File: src/rtl/alu_dword_seq.sv
// alu_dword_seq: sequences 64-bit ADD/ADC/SUB/SBC/RSB/RSC/CMP/CMN through a
//   32-bit combinational ALU (low word first, then high word with chained carry)
//   and holds the architectural NZCV flag register for those operations.
// Latency: start accepted at edge T, done pulses during cycle T+2..T+3; start is
//   accepted again from DONE, giving a 3-cycle issue interval.
// Backpressure: none; start is only taken in IDLE/DONE and is dropped (not queued)
//   while busy.
// Optional feature macro: ALU_SEQ_ABORT_EN adds input 'abort', which cancels an
//   operation in LO/HI with no result, flag update or done pulse.
// Ports:
//   clk, rst_n                       clock, async active-low reset
//   start, op, set_flags             request, opcode, flag-update enable
//   a_lo, a_hi, b_lo, b_hi           64-bit operands, sampled on acceptance
//   alu_src1, alu_src2, alu_op,
//   alu_cin                          registered drive into the external ALU
//   alu_out, alu_nzcv                ALU result and {N,Z,C,V}
//   busy, done, result_we            status; result_we = done for ops 000-101
//   result_lo, result_hi, nzcv       result registers and flag register
module alu_dword_seq #(
  parameter logic [3:0] NZCV_RESET = 4'b0000
) (
  input  logic        clk,
  input  logic        rst_n,
`ifdef ALU_SEQ_ABORT_EN
  input  logic        abort,
`endif
  input  logic        start,
  input  logic [2:0]  op,
  input  logic        set_flags,
  input  logic [31:0] a_lo,
  input  logic [31:0] a_hi,
  input  logic [31:0] b_lo,
  input  logic [31:0] b_hi,
  output logic [31:0] alu_src1,
  output logic [31:0] alu_src2,
  output logic [3:0]  alu_op,
  output logic        alu_cin,
  input  logic [31:0] alu_out,
  input  logic [3:0]  alu_nzcv,
  output logic        busy,
  output logic        done,
  output logic        result_we,
  output logic [31:0] result_lo,
  output logic [31:0] result_hi,
  output logic [3:0]  nzcv
);

  typedef enum logic [1:0] {
    S_IDLE = 2'd0,
    S_LO   = 2'd1,
    S_HI   = 2'd2,
    S_DONE = 2'd3
  } state_e;

  localparam logic [3:0] ALU_MOV = 4'b1101;

  state_e      state_q, state_d;
  logic [2:0]  op_q, op_d;
  logic        sf_q, sf_d;
  logic [31:0] a_hi_q, a_hi_d;
  logic [31:0] b_hi_q, b_hi_d;
  logic [31:0] lo_res_q, lo_res_d;
  logic        z_lo_q, z_lo_d;
  logic [31:0] res_lo_q, res_lo_d;
  logic [31:0] res_hi_q, res_hi_d;
  logic [3:0]  nzcv_q, nzcv_d;
  logic [31:0] src1_q, src1_d;
  logic [31:0] src2_q, src2_d;
  logic [3:0]  aluop_q, aluop_d;
  logic        cin_q, cin_d;

  logic        abort_w;
  logic [3:0]  lo_opc;
  logic        lo_use_c;
  logic [3:0]  hi_opc;
  logic        is_cmp_q;

`ifdef ALU_SEQ_ABORT_EN
  assign abort_w = abort;
`else
  assign abort_w = 1'b0;
`endif

  // CMP (110) and CMN (111) share op[2:1]=11: flags only, no result write.
  assign is_cmp_q = (op_q[2:1] == 2'b11);

  // Low-word opcode for the incoming request; the carry-using variants
  // (ADC/SBC/RSC) take the architectural C flag as carry-in.
  always_comb begin
    lo_opc   = 4'b0100;
    lo_use_c = 1'b0;
    case (op)
      3'b000: lo_opc = 4'b0100;
      3'b001: begin lo_opc = 4'b0101; lo_use_c = 1'b1; end
      3'b010: lo_opc = 4'b0010;
      3'b011: begin lo_opc = 4'b0110; lo_use_c = 1'b1; end
      3'b100: lo_opc = 4'b0011;
      3'b101: begin lo_opc = 4'b0111; lo_use_c = 1'b1; end
      3'b110: lo_opc = 4'b0010;
      3'b111: lo_opc = 4'b0100;
      default: lo_opc = 4'b0100;
    endcase
  end

  // High word always uses the carry-chaining form of its family.
  always_comb begin
    hi_opc = 4'b0101;
    case (op_q)
      3'b010, 3'b011, 3'b110: hi_opc = 4'b0110;
      3'b100, 3'b101:         hi_opc = 4'b0111;
      default:                hi_opc = 4'b0101;
    endcase
  end

  always_comb begin
    state_d  = state_q;
    op_d     = op_q;
    sf_d     = sf_q;
    a_hi_d   = a_hi_q;
    b_hi_d   = b_hi_q;
    lo_res_d = lo_res_q;
    z_lo_d   = z_lo_q;
    res_lo_d = res_lo_q;
    res_hi_d = res_hi_q;
    nzcv_d   = nzcv_q;
    src1_d   = src1_q;
    src2_d   = src2_q;
    aluop_d  = aluop_q;
    cin_d    = cin_q;

    case (state_q)
      S_IDLE, S_DONE: begin
        if (start) begin
          state_d = S_LO;
          op_d    = op;
          sf_d    = set_flags | (op[2:1] == 2'b11);
          a_hi_d  = a_hi;
          b_hi_d  = b_hi;
          src1_d  = a_lo;
          src2_d  = b_lo;
          aluop_d = lo_opc;
          cin_d   = lo_use_c ? nzcv_q[1] : 1'b0;
        end else begin
          state_d = S_IDLE;
          src1_d  = '0;
          src2_d  = '0;
          aluop_d = ALU_MOV;
          cin_d   = 1'b0;
        end
      end
      S_LO: begin
        if (abort_w) begin
          state_d = S_IDLE;
          src1_d  = '0;
          src2_d  = '0;
          aluop_d = ALU_MOV;
          cin_d   = 1'b0;
        end else begin
          state_d  = S_HI;
          lo_res_d = alu_out;
          z_lo_d   = alu_nzcv[2];
          src1_d   = a_hi_q;
          src2_d   = b_hi_q;
          aluop_d  = hi_opc;
          cin_d    = alu_nzcv[1];
        end
      end
      S_HI: begin
        state_d = abort_w ? S_IDLE : S_DONE;
        src1_d  = '0;
        src2_d  = '0;
        aluop_d = ALU_MOV;
        cin_d   = 1'b0;
        if (!abort_w) begin
          if (!is_cmp_q) begin
            res_lo_d = lo_res_q;
            res_hi_d = alu_out;
          end
          // 64-bit zero needs both halves zero; the rest come from the high word.
          if (sf_q) begin
            nzcv_d = {alu_nzcv[3], z_lo_q & alu_nzcv[2], alu_nzcv[1], alu_nzcv[0]};
          end
        end
      end
      default: state_d = S_IDLE;
    endcase
  end

  always_ff @(posedge clk or negedge rst_n) begin
    if (!rst_n) begin
      state_q  <= S_IDLE;
      op_q     <= 3'b000;
      sf_q     <= 1'b0;
      a_hi_q   <= '0;
      b_hi_q   <= '0;
      lo_res_q <= '0;
      z_lo_q   <= 1'b0;
      res_lo_q <= '0;
      res_hi_q <= '0;
      nzcv_q   <= NZCV_RESET;
      src1_q   <= '0;
      src2_q   <= '0;
      aluop_q  <= ALU_MOV;
      cin_q    <= 1'b0;
    end else begin
      state_q  <= state_d;
      op_q     <= op_d;
      sf_q     <= sf_d;
      a_hi_q   <= a_hi_d;
      b_hi_q   <= b_hi_d;
      lo_res_q <= lo_res_d;
      z_lo_q   <= z_lo_d;
      res_lo_q <= res_lo_d;
      res_hi_q <= res_hi_d;
      nzcv_q   <= nzcv_d;
      src1_q   <= src1_d;
      src2_q   <= src2_d;
      aluop_q  <= aluop_d;
      cin_q    <= cin_d;
    end
  end

  assign alu_src1  = src1_q;
  assign alu_src2  = src2_q;
  assign alu_op    = aluop_q;
  assign alu_cin   = cin_q;
  assign busy      = (state_q == S_LO) || (state_q == S_HI);
  assign done      = (state_q == S_DONE);
  assign result_we = done && !is_cmp_q;
  assign result_lo = res_lo_q;
  assign result_hi = res_hi_q;
  assign nzcv      = nzcv_q;

endmodule
File: config.mk
export PLATFORM = sky130hd
export DESIGN_NAME = alu_dword_seq
export DESIGN_NICKNAME = d
export VERILOG_FILES = /design/src/rtl/alu_dword_seq.sv
export SDC_FILE = /design/constraint.sdc
export NUM_CORES = 1
export LEC_CHECK = 0
export BUFFER_PORTS_ARGS = -buffer_cell sky130_fd_sc_hd__buf_2
export CORE_MARGIN = 10
export CORE_UTILIZATION = 40
export DETAILED_ROUTE_END_ITERATION = 8
export PLACE_DENSITY = 0.75
export SYNTH_ARGS = -nofsm -noshare
export SYNTH_HDL_FRONTEND = slang
export SYNTH_SLANG_ARGS = --single-unit
File: constraint.sdc
create_clock -name clk -period 2.85 [get_ports clk]
set_input_delay 0.57 -clock clk [delete_from_list [all_inputs] [get_ports clk]]
set_output_delay 0.57 -clock clk [all_outputs]
set_load 0.02 [all_outputs]
==> impl_metrics.csv, run 1 <==
group,metric,value,unit
routing,drt_first_iter_violations,211,
finish,final_util,53.7,%
cts,cts_setup_buffers,0,
min_path,hold_class,"in -> async",
critical_path,path_cells,"inv_1 -> ha_1 -> inv_1 -> buf_2",
yosys,syn_nets,714,
yosys,avgSynthCellArea,16.6,µm²
cts,cts-root-buf,"clkbuf_16",
critical_path,critPathKind,"reg -> out",
finish,finalNonFillerCells,1160,
routing,viasPerCell,4.87,
status,run_status,"finished, final reports clean",
routing,routed_wl,22500,µm
global_routing,grt_first_pass_wirelength,35000,µm
timing,setup_ws,0.590,ns
finish,drive_gt1_share,62.0,%
global_routing,grt_max_degree,73,
cts,cts_tree,"done",
timing,period_share,79.3,%
global_routing,grtUsageTotal,15.0,%
floorplan,core.rowCount,54,
timing,fmax,442,MHz
critical_path,cp-start-kind,"flop",
critical_path,reg2reg_depth,5,
timing,rsz0062_at_grt,"false",
placement,place_ws,0.739,ns
timing,setup_viol,0,
timing,slew_viol_final,0,
cts,cts-resized-gates,0,
finish,nNetsFinal,1032,
critical_path,cpMostUsedCell,"inv_1",
finish,final_common_cell,"buf_2",
timing,clock-skew-final,0.0113,ns
routing,first_pass_iters,4,
placement,dp_cells,1110,
critical_path,end_kind,"output port",
critical_path,timing.rr.start,"state_q[0]$_DFF_PN0_",
placement,gp_congestion,0.775,
pwr,p_total,15.6,mW
cts,cts_buffer_depth,3,
pwr,power_density,1320,mW/mm²
yosys,yosysWarnings,0,
critical_path,crit_required,2.28,ns
cts,htree_num_levels,1,
floorplan,start_util,40.9,%
critical_path,cp_data_arrival_time,1.69,ns
pwr,vdd_ir_drop_max,0.624,mV
critical_path,cp_max_fo,9,
finish,final_cell_mix,"buf_2 (309), dfrtp_1 (237), mux2_2 (144), a22o_1 (64), clkbuf_16 (27)",
cts,cts.reportedPaths.clkPinSlew,0.06,ns
placement,io_buffers,310,
critical_path,r2r_end,"b_hi_q[4]$_DFFE_PN0P_",
yosys,netlist_area,0.00899,mm²
cts,clock_sinks,240,
cts,ctsHoldBuffers,0,
floorplan,num_io_pins,311,
timing,fin_setup_tns,0,ns
timing,worstMarginPinSlew,0.567,ns
yosys,synthCells,540,
yosys,ys_types,30,
yosys,ys_seq_area_share,66.9,%
routing,drc_errors,0,
yosys,ys_seq_elements,240,
placement,place_hpwl,16800,µm
global_routing,grt_overflow_total,0,
finish,fill_cells,1847,
global_routing,grt_pass1_vias,6327,
timing,hold_viol_final,0,
floorplan,die_height,170,µm
critical_path,max_stage_delay,0.45,ns
critical_path,rrSetupSlack,0.71,ns
cts,cts_buffers,26,
pwr,p_leak,5.81,nW
finish,area_delta_synth_final,31.3,%
floorplan,dieArea,0.0289,mm²
routing,drtAntennaViolNets,0,
timing,period_needed,2.26,ns
timing,slew_headroom,62.2,%
critical_path,cpMaxStageDelayCell,"ha_1",
global_routing,antenna_found_initial,6,
cts,clk_latency,0.52,ns
routing,vias,5649,
floorplan,coreArea,0.0220,mm²
routing,routedWlPerCell,19.4,µm
floorplan,die_x,170,µm
flow_run,drv_cap,0,
## metrics by stage
step | hold WS [ns] | area, µm²
6_report | 0.0131 | 11800
5_1_grt | 0.0426 | 11800
4_1_cts | 0.0238 | 11800
3_5_place_dp | 0.468 | 10900
3_3_place_gp | 0.459 | 10900
2_1_floorplan | 0.274 | 8990
## cell usage after synthesis
cell type / n / area share [%]
inv_1: 3 / 0.13
a21boi_0: 2 / 0.17
nand2b_1: 3 / 0.21
mux2_2: 144 / 18
o211ai_1: 1 / 0.084
ha_1: 3 / 0.42
a32o_1: 1 / 0.11
or2_2: 1 / 0.070
and2_1: 1 / 0.070
nor2b_1: 1 / 0.070
o21ai_0: 1 / 0.056
a22o_1: 64 / 6.2
o32ai_1: 1 / 0.097
nor2_1: 2 / 0.084
buf_2: 21 / 1.2
and2_4: 1 / 0.097
buf_4: 6 / 0.50
o21bai_1: 1 / 0.084
and4_1: 1 / 0.097
dfstp_2: 3 / 0.88
nand3_1: 1 / 0.056
dfrtp_1: 237 / 66
buf_6: 6 / 0.75
and3_1: 2 / 0.14
clkbuf_1: 1 / 0.042
a32oi_1: 1 / 0.097
nand2_1: 4 / 0.17
mux2_4: 23 / 3.8
a21o_1: 1 / 0.084
a21oi_1: 3 / 0.17
## routing by layer
| layer | vias to the layer above | global-route usage [%] | wire length [µm] |
|---|---|---|---|
| li1 | 2588 | - | - |
| met1 | 2788 | 17.3 | 8590 |
| met2 | 220 | 24.6 | 10800 |
| met3 | 47 | 6.92 | 2400 |
| met4 | 6 | 4.65 | 605 |
| met5 | - | 0 | 47 |
## area by class of cell
class | count | area, µm² | share of cell area, %
Sequential cell | 240 | 6010 | 50.9
Multi-Input combinational cell | 263 | 2770 | 23.4
Tap cell | 280 | 350 | 2.97
Timing Repair Buffer | 324 | 1770 | 15.0
Inverter | 3 | 11.3 | 0.0954
Clock inverter | 14 | 151 | 1.28
Clock buffer | 34 | 742 | 6.29
Antenna cell | 2 | 5.00 | 0.0424
## flip-flops by register name, summed over array words and instances (netlist names), 2 cells and up
signal and cells:
a_hi_q 32, alu_op 4, alu_src1 32, alu_src2 32
b_hi_q 32, lo_res_q 32, nzcv 4, op_q 3
result_hi 32, result_lo 32, state_q 2
## cell families after synthesis
kind of cell               Yosys count  synth area share, %
AOI/OAI and AO/OA                   76                 7.18
adders and majority gates            3                0.418
buffers and inverters               37                 2.59
DFF                                240                 66.9
muxes                              167                 21.9
and+or+nand+nor                     17                 1.06
## critical path, delay by kind of cell, from the launching register on
| kind | cells | cell delay [ns] |
|---|---|---|
| adder cells (fa/ha/maj) | 1 | 0.45 |
| buffers and inverters | 3 | 0.36 |
| flip-flops | 1 | 0.38 |
## worst max path at each step
| stage | from | endpoint | slack [ns] | cells after the start |
|---|---|---|---|---|
| 3_3_place_gp | state_q[0]$_DFF_PN0_ | b_hi_q[22]$_DFFE_PN0P_ | 0.78 | 5 |
| 4_1_cts | state_q[0]$_DFF_PN0_ | busy | 0.56 | 4 |
| 5_1_grt | state_q[0]$_DFF_PN0_ | busy | 0.47 | 4 |
| 3_5_place_dp | state_q[0]$_DFF_PN0_ | b_hi_q[6]$_DFFE_PN0P_ | 0.74 | 5 |
| 6_report | state_q[0]$_DFF_PN0_ | busy | 0.59 | 4 |
| 2_1_floorplan | state_q[0]$_DFF_PN0_ | result_we | 1.10 | 2 |
## where the power goes
part | internal (mW) | leakage [nW] | switching, mW
combinational | 3.00 | 2.45 | 3.26
clock | 2.10 | 0.447 | 1.34
sequential | 5.15 | 2.91 | 0.786
No activity file was read; power rests on OpenSTA's default activity.
==> run 2, diff against run 1 <==
- PLACE_DENSITY: 0.75 -> 0.78
- clock period: 2.85 -> 2 ns (I/O delays scaled with it)
==> run 2 against run 1 <==
  * Sequential cell count unchanged
  * Combinational power up 47%
  * Critical endpoint is now result_we
  * Critical path depth down 1
  * Wire length up 3.2%
  * Count of clock-buffer cells in the layout up 8
==> impl_metrics.csv, run 2 (same netlist as run 1, synthesis figures left out) <==
group,metric,value,unit
floorplan,coreArea,0.0220,mm²
finish,nNetsFinal,1041,
finish,final_common_cell,"buf_2",
finish,fill_cells,1794,
global_routing,grt_max_degree,66,
placement,postPlaceCellArea,0.0110,mm²
global_routing,grt_pass1_vias,6540,
cts,clock_sinks,240,
floorplan,die_height,170,µm
timing,slew_viol_final,0,
cts,cts_tree,"done",
global_routing,grt_first_pass_wirelength,36100,µm
finish,final_design_area_no_fill,0.0119,mm²
min_path,hold_class,"in -> reg",
floorplan,dieArea,0.0289,mm²
flow_run,drv_cap,0,
timing,worstMarginPinSlew,0.461,ns
timing,period_share,96.9,%
cts,cts-root-buf,"clkbuf_16",
critical_path,cp_top_family,"flip-flops",
pwr,vdd_ir_drop_max,1.08,mV
timing,hold_ws,0.105,ns
pwr,p_leak,5.84,nW
pwr,power_density,1900,mW/mm²
min_path,min_path_cells,2,
routing,drc_errors,0,
timing,setup_viol,0,
critical_path,cpMaxStageDelayCell,"dfrtp_1",
finish,final_cell_mix,"buf_2 (308), dfrtp_1 (237), mux2_2 (144), a22o_1 (64), clkbuf_16 (27)",
timing,fmax,516,MHz
status,run_status,"finished, final reports clean",
floorplan,die_x,170,µm
timing,hold_viol_final,0,
critical_path,max_stage_delay,0.42,ns
cts,clk_latency,0.51,ns
critical_path,cp-start-kind,"flop",
floorplan,start_util,40.9,%
timing,period_needed,1.94,ns
critical_path,crit_required,1.60,ns
timing,slew_headroom,69.2,%
finish,finalNonFillerCells,1170,
critical_path,cp_max_fo,3,
critical_path,path_cells,"ha_2 -> a21boi_2 -> buf_2",
routing,drt_first_iter_violations,252,
floorplan,core.rowCount,54,
placement,dp_cells,1118,
finish,drive_gt1_share,62.5,%
placement,io_buffers,310,
placement,place_hpwl,17400,µm
timing,clock-skew-final,0.0127,ns
critical_path,cp_data_arrival_time,1.54,ns
critical_path,cp.depth,3,
routing,vias,5770,
routing,routed_wl,23200,µm
critical_path,timing.rr.start,"state_q[0]$_DFF_PN0_",
timing,setup_ws,0.0626,ns
routing,viasPerCell,4.93,
global_routing,grt_overflow_total,0,
critical_path,end_kind,"output port",
routing,drtAntennaViolNets,0,
global_routing,grtUsageTotal,15.5,%
cts,htree_num_levels,1,
placement,gp_congestion,0.776,
finish,area_delta_synth_final,32.4,%
cts,cts_buffers,26,
routing,routedWlPerCell,19.8,µm
critical_path,startpoint,"state_q[1]$_DFF_PN0_",
critical_path,critPathKind,"reg -> out",
critical_path,cp_num_buf_inv,1,
cts,cts.reportedPaths.clkPinSlew,0.06,ns
critical_path,reg2reg_depth,5,
routing,first_pass_iters,4,
min_path,min_from,"a_lo[14]",
global_routing,antenna_found_initial,4,
floorplan,num_io_pins,311,
placement,place_ws,0.262,ns
cts,cts_buffer_depth,3,
## run 2: changes by cell type in the layout (fill, tap and decap cells not counted), moves of 2 or more
cell / change
buf_4: +9
bufinv_16: -2
clkbuf_8: +7
clkinv_2: -7
diode_2: +2
ha_1: -2
## run 2: worst paths after layout
kind | to | slack (ns)
max | result_we | 0.06
min | alu_src1[14]$_DFF_PN0_ | 0.11
max reg2reg | b_hi_q[20]$_DFFE_PN0P_ | 0.13
min reg2reg | nzcv[2]$_DFFE_PN0P_ | 0.48
max in group asynchronous | b_hi_q[25]$_DFFE_PN0P_ | 0.90
min in group asynchronous | result_hi[29]$_DFFE_PN0P_ | 0.41
## run 2: worst register-to-register path, cell delays in order (launching register included)
cell     delay, ns
dfrtp_1       0.37
inv_1         0.08
ha_4          0.35
and2_4        0.30
buf_12        0.26
mux2_2        0.38
## run 2: through the flow
step	TNS (ns)	utilization, %	power [mW]
final	0	54.2	22.6
after global routing	-0.000355	54.1	23.8
after detailed placement	0	49.9	17.8
after CTS	-0.00386	54.1	22.8
after global placement	0	49.9	17.5
after floorplan	0	-	14.7
## run 2: what timing repair did
| action | 4_1_cts | 5_1_grt |
|---|---|---|
| setup endpoints to repair | 2 | 2 |
| pin swaps | 0 | 0 |
| hold buffers | 1 | 0 |
| setup buffers | 1 | 0 |
| gates resized for setup | 6 | 3 |
| endpoints found under the hold margin | 52 | 0 |
## run 2: layer usage
| layer | vias to the layer above | wire length (µm) | global-route usage, % |
|---|---|---|---|
| met5 | - | 18 | 0 |
| met4 | 2 | 508 | 4.00 |
| met3 | 38 | 2270 | 6.46 |
| met2 | 235 | 11200 | 25.9 |
| met1 | 2868 | 9190 | 18.0 |
| li1 | 2627 | - | - |
## run 2: final cells by class
type | count | area, µm² | area share (%)
multi-input combinational | 263 | 2790 | 23.4
clock inverter | 5 | 56.3 | 0.473
clock buffer | 42 | 842 | 7.08
timing repair buffer | 333 | 1830 | 15.4
antenna | 4 | 10.0 | 0.0841
tap | 280 | 350 | 2.94
sequential | 240 | 6010 | 50.5
inverter | 3 | 13.8 | 0.116
## run 2: power by group
part	internal, mW	switching (mW)	leakage, nW
Combinational	4.43	4.76	2.49
Clock	2.99	1.85	0.443
Sequential	7.34	1.18	2.91
Total	14.8	7.78	5.84
